===== config.mk =====
export PLATFORM = sky130hd
export DESIGN_NAME = rgb_led_arbiter
export DESIGN_NICKNAME = d
export VERILOG_FILES = /design/src/rtl/rgb_led_pkg.sv /design/src/rtl/led_pwm.sv /design/src/rtl/rgb_led_arbiter.sv
export SDC_FILE = /design/constraint.sdc
export NUM_CORES = 1
export LEC_CHECK = 0
export ABC_CLOCK_PERIOD_IN_PS = 3400
export CORE_AREA = 2 2 107 109
export DETAILED_ROUTE_END_ITERATION = 8
export DIE_AREA = 0 0 109 111
export GPL_ROUTABILITY_DRIVEN = 0
export PLACE_DENSITY = 0.81
export SYNTH_ARGS = -nofsm -noshare
export SYNTH_HDL_FRONTEND = slang
export SYNTH_HIERARCHICAL = 1
export SYNTH_SLANG_ARGS = --single-unit

===== constraint.sdc =====
create_clock -name CLK_48 -period 3.4 [get_ports CLK_48]
set_input_delay 0.51 -clock CLK_48 [delete_from_list [all_inputs] [get_ports CLK_48]]
set_output_delay 0.51 -clock CLK_48 [all_outputs]
set_load 0.05 [all_outputs]

===== src/rtl/rgb_led_pkg.sv =====
// rgb_led_pkg: shared types and default constants for the RGB LED arbiter.
//   rgb_t       - packed {r,g,b} duty triple, PWM_BITS per channel
//   arb_state_t - arbiter FSM state
//   PWM_BITS, HOLD_CYCLES, BLINK_BIT - default parameter values
package rgb_led_pkg;

  localparam int unsigned PWM_BITS    = 8;
  localparam int unsigned HOLD_CYCLES = 4_800_000;  // 100 ms at 48 MHz
  localparam int unsigned BLINK_BIT   = 23;         // 2^23 cycles ~ 175 ms half-period

  typedef struct packed {
    logic [PWM_BITS-1:0] r;
    logic [PWM_BITS-1:0] g;
    logic [PWM_BITS-1:0] b;
  } rgb_t;

  typedef enum logic {
    IDLE,
    OWNED
  } arb_state_t;

endpackage


===== src/rtl/led_pwm.sv =====
// led_pwm: free-running PWM counter shared by three channel comparators.
// Ports:
//   CLK_48              - system clock
//   RST_N               - asynchronous active-low reset
//   duty                - per-channel duty (rgb_t)
//   lit_r, lit_g, lit_b - channel lit this cycle (pwm_cnt < duty)
module led_pwm
  import rgb_led_pkg::*;
(
  input  logic CLK_48,
  input  logic RST_N,
  input  rgb_t duty,
  output logic lit_r,
  output logic lit_g,
  output logic lit_b
);

  logic [PWM_BITS-1:0] pwm_cnt_q;

  // Wraps naturally at 2^PWM_BITS.
  always_ff @(posedge CLK_48 or negedge RST_N) begin
    if (!RST_N) begin
      pwm_cnt_q <= '0;
    end else begin
      pwm_cnt_q <= pwm_cnt_q + PWM_BITS'(1);
    end
  end

  // Strict compare: duty 0 never lights, full-scale duty misses one slot.
  always_comb begin
    lit_r = (pwm_cnt_q < duty.r);
    lit_g = (pwm_cnt_q < duty.g);
    lit_b = (pwm_cnt_q < duty.b);
  end

endmodule


===== src/rtl/rgb_led_arbiter.sv =====
// rgb_led_arbiter: shares one active-low RGB LED between NUM_REQ requesters.
// Fixed priority (index 0 highest) with a minimum ownership hold before preemption,
// per-channel PWM colour from the owner and optional blink.
// Ports:
//   CLK_48, RST_N        - clock, asynchronous active-low reset
//   REQ[NUM_REQ]         - level requests
//   REQ_COLOR            - requester i at [i*3*PWM_BITS +: 3*PWM_BITS], packed {R,G,B}
//   REQ_BLINK[NUM_REQ]   - per-requester blink enable (sampled live)
//   GRANT[NUM_REQ]       - one-hot owner, zero when idle
//   ACTIVE               - an owner is granted
//   LED_R, LED_G, LED_B  - active-low LED drive, registered
// The PWM_BITS parameter must match the width baked into rgb_led_pkg::rgb_t.
module rgb_led_arbiter #(
  parameter int unsigned NUM_REQ     = 4,
  parameter int unsigned PWM_BITS    = rgb_led_pkg::PWM_BITS,
  parameter int unsigned HOLD_CYCLES = rgb_led_pkg::HOLD_CYCLES,
  parameter int unsigned BLINK_BIT   = rgb_led_pkg::BLINK_BIT
) (
  input  logic                        CLK_48,
  input  logic                        RST_N,
  input  logic [NUM_REQ-1:0]          REQ,
  input  logic [NUM_REQ*3*PWM_BITS-1:0] REQ_COLOR,
  input  logic [NUM_REQ-1:0]          REQ_BLINK,
  output logic [NUM_REQ-1:0]          GRANT,
  output logic                        ACTIVE,
  output logic                        LED_R,
  output logic                        LED_G,
  output logic                        LED_B
);

  import rgb_led_pkg::*;

  localparam int unsigned ColW  = 3 * PWM_BITS;
  localparam int unsigned HoldW = (HOLD_CYCLES > 1) ? $clog2(HOLD_CYCLES) : 1;
  localparam logic [HoldW-1:0] HoldReload = HoldW'(HOLD_CYCLES - 1);

  // Isolate the lowest set bit: lowest index is highest priority.
  function automatic logic [NUM_REQ-1:0] pick_lowest(input logic [NUM_REQ-1:0] req);
    return req & (~req + NUM_REQ'(1));
  endfunction

  arb_state_t           state_q, state_d;
  logic [NUM_REQ-1:0]   grant_q, grant_d;
  logic [HoldW-1:0]     hold_q, hold_d;
  logic [BLINK_BIT:0]   blink_cnt_q, blink_cnt_d;
  rgb_t                 duty_q, duty_d;
  logic [2:0]           led_q, led_d;

  logic                 owner_req;
  logic [NUM_REQ-1:0]   others;
  logic [NUM_REQ-1:0]   higher;
  logic                 lit_r, lit_g, lit_b;
  logic                 blink_on;

  always_comb begin
    owner_req = |(REQ & grant_q);
    others    = REQ & ~grant_q;
    // One-hot minus one sets exactly the bits of higher-priority requesters.
    higher    = REQ & (grant_q - NUM_REQ'(1));

    state_d = state_q;
    grant_d = grant_q;
    hold_d  = hold_q;

    unique case (state_q)
      IDLE: begin
        if (|REQ) begin
          grant_d = pick_lowest(REQ);
          hold_d  = HoldReload;
          state_d = OWNED;
        end
      end
      OWNED: begin
        hold_d = (hold_q == '0) ? '0 : hold_q - HoldW'(1);
        if (!owner_req) begin
          if (|others) begin
            grant_d = pick_lowest(others);
            hold_d  = HoldReload;
          end else begin
            grant_d = '0;
            hold_d  = '0;
            state_d = IDLE;
          end
        end else if ((hold_q == '0) && (|higher)) begin
          grant_d = pick_lowest(REQ);
          hold_d  = HoldReload;
        end
      end
      default: begin
        grant_d = '0;
        hold_d  = '0;
        state_d = IDLE;
      end
    endcase

    // Duty tracks the owner that will hold the grant after this edge.
    duty_d = '0;
    for (int i = 0; i < NUM_REQ; i++) begin
      if (grant_d[i]) begin
        duty_d = REQ_COLOR[i*ColW +: ColW];
      end
    end

    // Restart on any grant change so a new blink starts lit.
    blink_cnt_d = (grant_d != grant_q) ? '0 : blink_cnt_q + (BLINK_BIT + 1)'(1);

    blink_on = !((|(REQ_BLINK & grant_q)) && blink_cnt_q[BLINK_BIT]);
    led_d    = ~({3{(state_q == OWNED) && blink_on}} & {lit_r, lit_g, lit_b});
  end

  always_ff @(posedge CLK_48 or negedge RST_N) begin
    if (!RST_N) begin
      state_q     <= IDLE;
      grant_q     <= '0;
      hold_q      <= '0;
      blink_cnt_q <= '0;
      duty_q      <= '0;
      led_q       <= 3'b111;
    end else begin
      state_q     <= state_d;
      grant_q     <= grant_d;
      hold_q      <= hold_d;
      blink_cnt_q <= blink_cnt_d;
      duty_q      <= duty_d;
      led_q       <= led_d;
    end
  end

  led_pwm u_led_pwm (
    .CLK_48 (CLK_48),
    .RST_N  (RST_N),
    .duty   (duty_q),
    .lit_r  (lit_r),
    .lit_g  (lit_g),
    .lit_b  (lit_b)
  );

  always_comb begin
    GRANT  = grant_q;
    ACTIVE = (state_q == OWNED);
    LED_R  = led_q[2];
    LED_G  = led_q[1];
    LED_B  = led_q[0];
  end

endmodule


==> results of run 1 <==
## registers in the layout (all words and copies together), names as in the netlist
name and count:
blink_cnt_q 24, duty_q 24, hold_q 23, u_led_pwm/pwm_cnt_q 8
GRANT 4, led_q 3, ACTIVE 1
## layer usage
layer | track usage, % | routed length (um) | vias to the layer above
met5 | 0 | 0 | -
met1 | 33.8 | 6490 | 2499
li1 | - | - | 2438
met2 | 43.0 | 7550 | 185
met3 | 4.17 | 735 | 40
met4 | 10.1 | 429 | 0
## cells by family after synthesis
family	after synthesis	share of synthesized area, %
muxes	26	4.57
AOI/OAI and AO/OA	154	21.4
DFF	87	38.3
xor gates and xnor gates	30	4.61
and+or+nand+nor	214	18.4
adders and majority gates	25	5.49
buffers and inverters	93	7.31
## power by group through the flow
stage	logic [mW]	clock network (mW)	registers, mW
CTS	1.39	0.980	1.41
global placement	1.33	0	1.42
finish	1.39	0.968	1.41
global route	1.52	1.03	1.44
floorplan	0.877	0	1.49
detailed placement	1.39	0	1.43
## how the worst max path moves through the flow
| stage | startpoint | end | slack [ns] | depth (start not counted) |
|---|---|---|---|---|
| final | GRANT[1]$_DFF_PN0_ | duty_q[11]$_DFF_PN0_ | 0.37 | 10 |
| after global routing | GRANT[1]$_DFF_PN0_ | duty_q[19]$_DFF_PN0_ | 0.27 | 10 |
| after CTS | GRANT[1]$_DFF_PN0_ | duty_q[11]$_DFF_PN0_ | 0.39 | 10 |
| after detailed placement | REQ[1] | duty_q[20]$_DFF_PN0_ | 0.12 | 8 |
| after global placement | REQ[1] | duty_q[3]$_DFF_PN0_ | 0.24 | 8 |
| after floorplan | GRANT[1]$_DFF_PN0_ | duty_q[10]$_DFF_PN0_ | 0.20 | 11 |
## area by class of cell
type | instances | area share (%)
multi-input cells | 449 | 42.6
flip-flops and latches | 87 | 29.9
repair buffers | 131 | 17.7
clock buffers | 11 | 3.47
inverters | 64 | 3.30
well taps | 143 | 2.46
clock inverters | 5 | 0.550
## placed cells by master (no fill, tap or decap), drive strengths merged, types with 5 or more instances in the layout
master / count
clkdlybuf4s50: 112
dfrtp: 84
nand2: 67
inv: 65
nor2: 56
a21oi: 36
mux2i: 26
a21boi: 26
ha: 25
o221ai: 25
nand3: 24
o21ai: 24
buf: 19
xnor2: 18
and3: 13
nor3: 13
xor2: 12
clkbuf: 11
nor2b: 9
nor4: 6
nand2b: 5
o31ai: 5
a31oi: 5
## metrics by stage
step / instance area, um^2 / power (mW) / cells / hold WS [ns]
after global routing: 7280 / 3.99 / 890 / 0.482
after global placement: 6990 / 2.75 / 874 / 0.470
after floorplan: 5700 / 2.36 / 629 / 0.214
final: 7280 / 3.77 / 890 / 0.363
after detailed placement: 6990 / 2.81 / 874 / 0.474
after CTS: 7280 / 3.78 / 890 / 0.416
==> results.json, run 1 <==
{
  "status": "completed",
  "start_util_pct": 51.5,
  "reg2reg_setup_slack_ns": 0.37,
  "cts_setup_buffers": 0,
  "cts_resized": 0,
  "rsz0062_at_grt": "false",
  "seq_area_frac_synth_pct": 38.3,
  "regArea_mm2": 0.00218,
  "end_kind": "register",
  "synthesis.area_mm2": 0.00570,
  "synth_ff_type": "dfrtp_1",
  "routed_via_density": 5.80,
  "intPower_mw": 2.40,
  "p_per_area_mw_per_mm2": 518,
  "period_needed_ns": 3.03,
  "hold_viol_final": 0,
  "synth-edff-count": 0,
  "synthCells": 629,
  "crit_slowest_cell": "or4_4",
  "clkSlewWorstSetupHoldPaths_ns": 0.06,
  "max_stage_delay_ns": 0.51,
  "synthDistinctLibCells": 70,
  "final-setup-viol-count": 0,
  "yosysTopAreaCell": "dfrtp_1",
  "layout.nets": 873,
  "multi_input_comb_area_mm2": 0.00310,
  "setup_tns_ns": 0,
  "dp_slack_ns": 0.124,
  "clk_path_buf_depth": 2,
  "die_x_um": 109,
  "worst_path_most_repeated_cell": "inv_1",
  "htree_levels": 3,
  "rows": 39,
  "drt-initial-drc-count": 486,
  "route.vias.total": 5162,
  "cap_violations": 0,
  "antenna_left": 0,
  "areaGrowthSynthToFinish_pct": 27.8,
  "ys_warn_count": 6,
  "ys_top_cells_by_area": "dfrtp_1, ha_1, o221ai_2",
  "path_buf_inv": 3,
  "grt_usage_pct": 26.0,
  "drc": 0,
  "clockPowerShare_pct": 25.6,
  "power_frac_comb_pct": 37.0,
  "cts-root-buf": "clkbuf_16",
  "postRouteWirelength_mm": 15.2,
  "core_area_mm2": 0.0111,
  "synth_top_area_share_pct": 36.9,
  "ir_drop_v": 0.000258,
  "grt_max_degree": 88,
  "holdBufCountCts": 0,
  "grt_pass1_vias": 5084,
  "avgSynthCellArea_um2": 9.06,
  "ys_ff_latch": 87,
  "fmax_mhz": 331,
  "critical_path_class": "reg2reg",
  "maxSlewHeadroom_pct": 26.9,
  "routedWlPerCell_um": 17.1,
  "crit_arrival_ns": 3.24,
  "cts_tree": "yes",
  "cp_max_fo": 20,
  "clock_sinks": 87,
  "yosysMostFrequentCell": "dfrtp_1",
  "grt_first_pass_wirelength_mm": 24.6,
  "nFillCells": 876,
  "die_area_mm2": 0.0121,
  "worst_pin_slew_ns": 1.10,
  "p_sw_share_pct": 36.5,
  "critPathLaunchType": "register",
  "io_pins": 114,
  "clk-insertion-delay-late_ns": 0.35,
  "skew_ns": 0.00785,
  "grt_overflow_total": 0,
  "first_pass_iters": 5,
  "drive_above_1_share_pct": 9.37,
  "critPathTopFamily": "compound AO/OA/AOI/OAI gates",
  "crit_chain": "inv_1, ha_1, inv_1, a221o_1, o211a_1, or4_4, o311ai_4, buf_12, mux2i_1, o221ai_2",
  "final_core_util_pct": 65.8,
  "r2r_end": "duty_q[11]$_DFF_PN0_",
  "antenna_found_initial": 0,
  "slew_viol_final": 0,
  "reg2regPathDepth": 10,
  "synth_commonest_cells": "dfrtp_1, nand2_1, inv_1",
  "die_h_um": 111,
  "fin_ws_ns": 0.375,
  "required_ns": 3.62,
  "seqPwrFrac_pct": 37.4,
  "io_buffers": 113,
  "finalCritPeriodShare_pct": 89.0,
  "timing.rr.start": "GRANT[1]$_DFF_PN0_",
  "hold_path_class": "in2async",
  "p_sw_mw": 1.38,
  "place_hpwl_mm": 11.2,
  "cts_buffers": 9,
  "syn_nets": 760,
  "power.leakage_nw": 3.13,
  "diodes": 0,
  "async_flop_share_pct": 100
}
Power figures use the tool's default switching activity.
==> inputs of run 2 (changes only) <==
--- a/config.mk
+++ b/config.mk
@@ -10,6 +10,7 @@
 export DETAILED_ROUTE_END_ITERATION = 8
 export DIE_AREA = 0 0 109 111
 export GPL_ROUTABILITY_DRIVEN = 0
+export GPL_TIMING_DRIVEN = 0
 export PLACE_DENSITY = 0.81
 export SYNTH_ARGS = -nofsm -noshare
 export SYNTH_HDL_FRONTEND = slang
==> run 2 against run 1 <==
- routed wire length rose by 7.1%
- clock power is 4.2% lower
- die area unchanged
- core utilization increased by 0.97 points
- final area rose by 1.5%
- clock-buffer cell count up 1
- clock skew is 0.00084 ns higher
- first-iteration DRC count shrank 13%
- non-clock buffer count up 16
- total power rose by 1.2%
- maximum frequency down 9.3%
- final cell count grew 1.8%
- highest routed layer unchanged
==> results.json, run 2 (synthesized netlist as in run 1, its figures left out) <==
{
  "die_h_um": 111,
  "total_power_mw": 3.82,
  "power.leakage_nw": 3.13,
  "end_kind": "register",
  "critical_path_class": "reg2reg",
  "seqPwrFrac_pct": 37.2,
  "drive_above_1_share_pct": 10.6,
  "die_x_um": 109,
  "layout_common_cells": "clkdlybuf4s50_1, dfrtp_1, nand2_1",
  "skew_ns": 0.00870,
  "final-setup-viol-count": 0,
  "routed_via_density": 5.79,
  "antenna_left": 0,
  "clk_path_buf_depth": 2,
  "clkSlewWorstSetupHoldPaths_ns": 0.06,
  "layout.nets": 889,
  "status": "completed",
  "placed_area_mm2": 0.00703,
  "grt_max_degree": 55,
  "reg.largest.list": "blink_cnt_q: 24 flops, duty_q: 24 flops, hold_q: 23 flops",
  "clockPowerShare_pct": 24.3,
  "drc": 0,
  "route.vias.total": 5243,
  "die_area_mm2": 0.0121,
  "crit_arrival_ns": 3.54,
  "areaGrowthSynthToFinish_pct": 29.7,
  "fin_area_mm2": 0.00739,
  "p_per_area_mw_per_mm2": 517,
  "drt-initial-drc-count": 423,
  "critPathLaunchType": "register",
  "start_util_pct": 51.5,
  "cap_violations": 0,
  "hold_viol_final": 0,
  "timing.rr.start": "GRANT[1]$_DFF_PN0_",
  "holdBufCountCts": 0,
  "antenna_found_initial": 0,
  "diodes": 0,
  "grt_usage_pct": 27.4,
  "cts_tree": "yes",
  "cts-root-buf": "clkbuf_16",
  "fmax_mhz": 300,
  "p_sw_share_pct": 37.0,
  "clk-insertion-delay-late_ns": 0.35,
  "p_sw_mw": 1.41,
  "maxSlewHeadroom_pct": 16.5,
  "core_area_mm2": 0.0111,
  "postRouteWirelength_mm": 16.3,
  "clock_sinks": 87,
  "grt_overflow_total": 0,
  "io_buffers": 112,
  "setup_tns_ns": 0,
  "final_common_cell": "clkdlybuf4s50_1",
  "first_pass_iters": 5,
  "critPathLaunch": "GRANT[1]$_DFF_PN0_",
  "grt_pass1_vias": 5404,
  "grt_first_pass_wirelength_mm": 25.9,
  "rsz0062_at_grt": "true",
  "rows": 39,
  "slew_viol_final": 0,
  "cts_buffers": 9,
  "final_core_util_pct": 66.7,
  "routedWlPerCell_um": 18.0,
  "power_frac_comb_pct": 38.5,
  "io_pins": 114,
  "period_needed_ns": 3.33,
  "worst_pin_slew_ns": 1.24,
  "intPower_mw": 2.41,
  "hold_path_class": "in2async",
  "cp_max_fo": 8,
  "required_ns": 3.60,
  "htree_levels": 3,
  "place_hpwl_mm": 12.1,
  "ir_drop_v": 0.000455,
  "finalCritPeriodShare_pct": 98.1
}
run 2: cell count changes in the layout (fill, tap and decap cells not counted), moves of 2 or more:
| cell | previous run | this run |
|---|---|---|
| clkinvlp_4 | 0 | 3 |
| clkbuf_1 | 0 | 15 |
| mux2i_1 | 26 | 23 |
| clkinv_4 | 3 | 1 |
| buf_6 | 0 | 2 |
| o21ai_1 | 4 | 2 |
| buf_4 | 17 | 8 |
| buf_2 | 0 | 8 |
| mux2i_2 | 0 | 3 |
run 2: timing repair:
action	4_1_cts	5_1_grt
setup buffers	0	5
endpoints found under the setup margin	3	41
gates resized for setup	2	9
pin swaps	1	0
run 2: path summary, 6_finish.rpt:
kind	to	slack, ns	depth (start not counted)
setup reg to reg	duty_q[0]$_DFF_PN0_	0.07	11
hold / removal	ACTIVE$_DFF_PN0_	0.12	1
max in group asynchronous	led_q[0]$_DFF_PN1_	2.61	2
hold reg to reg	blink_cnt_q[0]$_DFF_PN0_	0.49	1
min in group CLK_48	blink_cnt_q[0]$_DFF_PN0_	0.49	1
setup / recovery	duty_q[0]$_DFF_PN0_	0.07	11
run 2: layout make-up:
| class | instances | area (um^2) |
|---|---|---|
| multi-input cells | 449 | 3150 |
| inverters | 64 | 240 |
| fillers | 862 | 3680 |
| clock inverters | 4 | 31.3 |
| well taps | 143 | 179 |
| plain buffers | 29 | 179 |
| flip-flops and latches | 87 | 2180 |
| clock buffers | 12 | 246 |
| repair buffers | 118 | 1180 |
run 2: stage by stage:
| step | hold slack (ns) | std cells | setup WS [ns] |
|---|---|---|---|
| finish | 0.122 | 906 | 0.0651 |
| global route | 0.160 | 906 | -0.0248 |
| CTS | 0.129 | 901 | 0.00333 |
| detailed placement | 0.474 | 885 | -0.202 |
| global placement | 0.475 | 884 | -1.26 |
| floorplan | 0.214 | 629 | 0.197 |
run 2: worst max-delay path: stages, from the launching register on:
cell and delay (ns):
dfrtp_1 0.43, clkbuf_4 0.23, inv_1 0.09, ha_1 0.28, inv_1 0.03, a221o_1 0.44
o211a_4 0.32, or4_4 0.49, o311ai_4 0.20, buf_4 0.23, mux2i_1 0.28, o221ai_1 0.17
run 2: power by group through the flow:
stage	sequential (mW)	combinational (mW)	clock (mW)
final	1.42	1.47	0.927
after global routing	1.44	1.60	0.978
after CTS	1.42	1.42	0.931
after detailed placement	1.43	1.41	0
after global placement	1.42	1.35	0
after floorplan	1.49	0.877	0
run 2: routing by layer:
| layer | vias up | global-route usage [%] | share of wire [%] |
|---|---|---|---|
| met5 | - | 0 | 0 |
| met4 | 0 | 11.7 | 2.7 |
| met2 | 180 | 44.6 | 49 |
| met3 | 34 | 5.41 | 5.1 |
| met1 | 2555 | 35.0 | 43 |
| li1 | 2474 | - | - |
==> inputs of run 3 (changes only) <==
--- a/config.mk
+++ b/config.mk
@@ -6,12 +6,13 @@
 export NUM_CORES = 1
 export LEC_CHECK = 0
 export ABC_CLOCK_PERIOD_IN_PS = 3400
-export CORE_AREA = 2 2 107 109
+export CAP_MARGIN = 20
+export CORE_AREA = 2 2 121 123
 export DETAILED_ROUTE_END_ITERATION = 8
-export DIE_AREA = 0 0 109 111
+export DIE_AREA = 0 0 123 125
 export GPL_ROUTABILITY_DRIVEN = 0
 export GPL_TIMING_DRIVEN = 0
-export PLACE_DENSITY = 0.81
+export PLACE_DENSITY = 0.65
 export SYNTH_ARGS = -nofsm -noshare
 export SYNTH_HDL_FRONTEND = slang
 export SYNTH_HIERARCHICAL = 1
==> run 3 against run 2 <==
- maximum frequency decreased by 0.91%
- worst setup slack got worse by 0.031 ns
- final area increased by 1.6%
- largest power group unchanged
- highest routed layer unchanged
==> results.json, run 3 (synthesized netlist as in run 1, its figures left out) <==
{
  "status": "completed",
  "antenna_left": 0,
  "cp_max_fo": 8,
  "holdBufCountCts": 0,
  "fmax_mhz": 297,
  "ir_drop_v": 0.000280,
  "crit_chain": "buf_2, inv_1, ha_1, inv_1, a221o_1, o211a_4, or4_4, o311ai_4, buf_4, mux2i_1, o221ai_1",
  "grt_max_degree": 74,
  "regArea_mm2": 0.00218,
  "reg2regPathDepth": 11,
  "htree_levels": 3,
  "period_needed_ns": 3.37,
  "placed_cells": 926,
  "r2r_end": "duty_q[0]$_DFF_PN0_",
  "p_per_area_mw_per_mm2": 527,
  "end_kind": "register",
  "finalCritPeriodShare_pct": 99.0,
  "die_area_mm2": 0.0154,
  "diodes": 0,
  "critPathLaunchType": "register",
  "core_area_mm2": 0.0142,
  "critical_path_class": "reg2reg",
  "postRouteWirelength_mm": 16.0,
  "first_pass_iters": 5,
  "power_frac_comb_pct": 36.9,
  "drt-initial-drc-count": 374,
  "required_ns": 3.61,
  "rsz0062_at_grt": "true",
  "routedWlPerCell_um": 16.9,
  "final-setup-viol-count": 0,
  "clk-insertion-delay-late_ns": 0.35,
  "whs_ns": 0.0212,
  "drive_above_1_share_pct": 11.4,
  "drc": 0,
  "layout_common_cells": "clkdlybuf4s50_1, dfrtp_1, nand2_1",
  "final_common_cell": "clkdlybuf4s50_1",
  "grt_pass1_vias": 5142,
  "seqPwrFrac_pct": 35.8,
  "clock_sinks": 87,
  "grt_overflow_total": 0,
  "die_x_um": 123,
  "io_pins": 114,
  "clkSlewWorstSetupHoldPaths_ns": 0.06,
  "worst_pin_slew_ns": 0.764,
  "start_util_pct": 40.1,
  "wl_met2_mm": 7.74,
  "maxSlewHeadroom_pct": 49.1,
  "io_buffers": 112,
  "cap_violations": 0,
  "crit_slowest_cell": "or4_4",
  "fin_area_mm2": 0.00751,
  "path_buf_inv": 4,
  "worst_path_most_repeated_cell": "inv_1",
  "skew_ns": 0.00597,
  "route.vias.total": 5109,
  "hold_viol_final": 0,
  "power.leakage_nw": 3.17,
  "drt-met1-wl_mm": 7.21,
  "wl_met3_um": 740,
  "timing.rr.start": "GRANT[1]$_DFF_PN0_",
  "routed_via_density": 5.39,
  "dp_slack_ns": -0.335,
  "clockPowerShare_pct": 27.3,
  "crit_arrival_ns": 3.58,
  "rows": 44,
  "place_hpwl_mm": 12.1,
  "p_sw_share_pct": 35.9,
  "fin_ws_ns": 0.0344,
  "clk_path_buf_depth": 2,
  "layout.nets": 890,
  "reg.largest.list": "blink_cnt_q: 24 flops, duty_q: 24 flops, hold_q: 23 flops",
  "grt_first_pass_wirelength_mm": 25.5,
  "intPower_mw": 2.54,
  "cts_tree": "yes",
  "reg2reg_setup_slack_ns": 0.03,
  "critPathTopFamily": "compound AO/OA/AOI/OAI gates",
  "hold_path_class": "in2async",
  "cts-root-buf": "clkbuf_16",
  "cp.depth": 11,
  "stdcell_count": 948,
  "highest_layer": "met4",
  "die_h_um": 125,
  "antenna_found_initial": 0,
  "areaGrowthSynthToFinish_pct": 31.7,
  "max_stage_delay_ns": 0.50,
  "nFillCells": 1315,
  "p_sw_mw": 1.42,
  "cts_buffers": 9,
  "grt_usage_pct": 21.3,
  "multi_input_comb_area_mm2": 0.00317,
  "slew_viol_final": 0,
  "placed_area_mm2": 0.00708
}
-- run 3: timing repair --
item,4_1_cts,5_1_grt
setup endpoints to repair,12,44
buffers inserted,0,5
resized for setup,3,15
pin swaps,0,3
-- run 3: worst max path at each step --
stage | from | endpoint | slack, ns
global placement | RST_N | blink_cnt_q[19]$_DFF_PN0_ | -1.24
detailed placement | REQ[0] | duty_q[6]$_DFF_PN0_ | -0.33
global route | GRANT[1]$_DFF_PN0_ | duty_q[1]$_DFF_PN0_ | -0.04
floorplan | GRANT[1]$_DFF_PN0_ | duty_q[10]$_DFF_PN0_ | 0.20
CTS | GRANT[1]$_DFF_PN0_ | duty_q[15]$_DFF_PN0_ | -0.004
finish | GRANT[1]$_DFF_PN0_ | duty_q[0]$_DFF_PN0_ | 0.03
-- run 3: power groups by stage --
stage	clock network [mW]	registers (mW)	logic, mW
floorplan	0	1.49	0.877
global placement	0	1.42	1.37
detailed placement	0	1.43	1.41
CTS	1.09	1.41	1.42
global route	1.14	1.44	1.61
finish	1.08	1.42	1.46
-- run 3: layer usage --
layer  vias to the layer above  track usage (%)
li1                       2472                -
met2                       144             34.0
met3                        27             3.88
met4                         0             6.95
met1                      2466             29.1
met5                         -                0
-- run 3: through the flow --
| stage | setup TNS [ns] | total power [mW] | util [%] |
|---|---|---|---|
| floorplan | 0 | 2.36 | - |
| global placement | -110.12 | 2.80 | 49.6 |
| detailed placement | -7.13 | 2.84 | 49.8 |
| CTS | -0.00407 | 3.93 | 52.1 |
| global route | -0.118 | 4.19 | 52.9 |
| finish | 0 | 3.96 | 52.9 |
-- run 3: area by class of cell --
class	count	share of cell area, %
timing repair buffer	119	15.8
clock buffer	10	3.05
tap	184	3.07
inverter	64	3.20
clock inverter	6	1.23
sequential	87	29.0
multi-input combinational	449	42.2
buffer	29	2.40
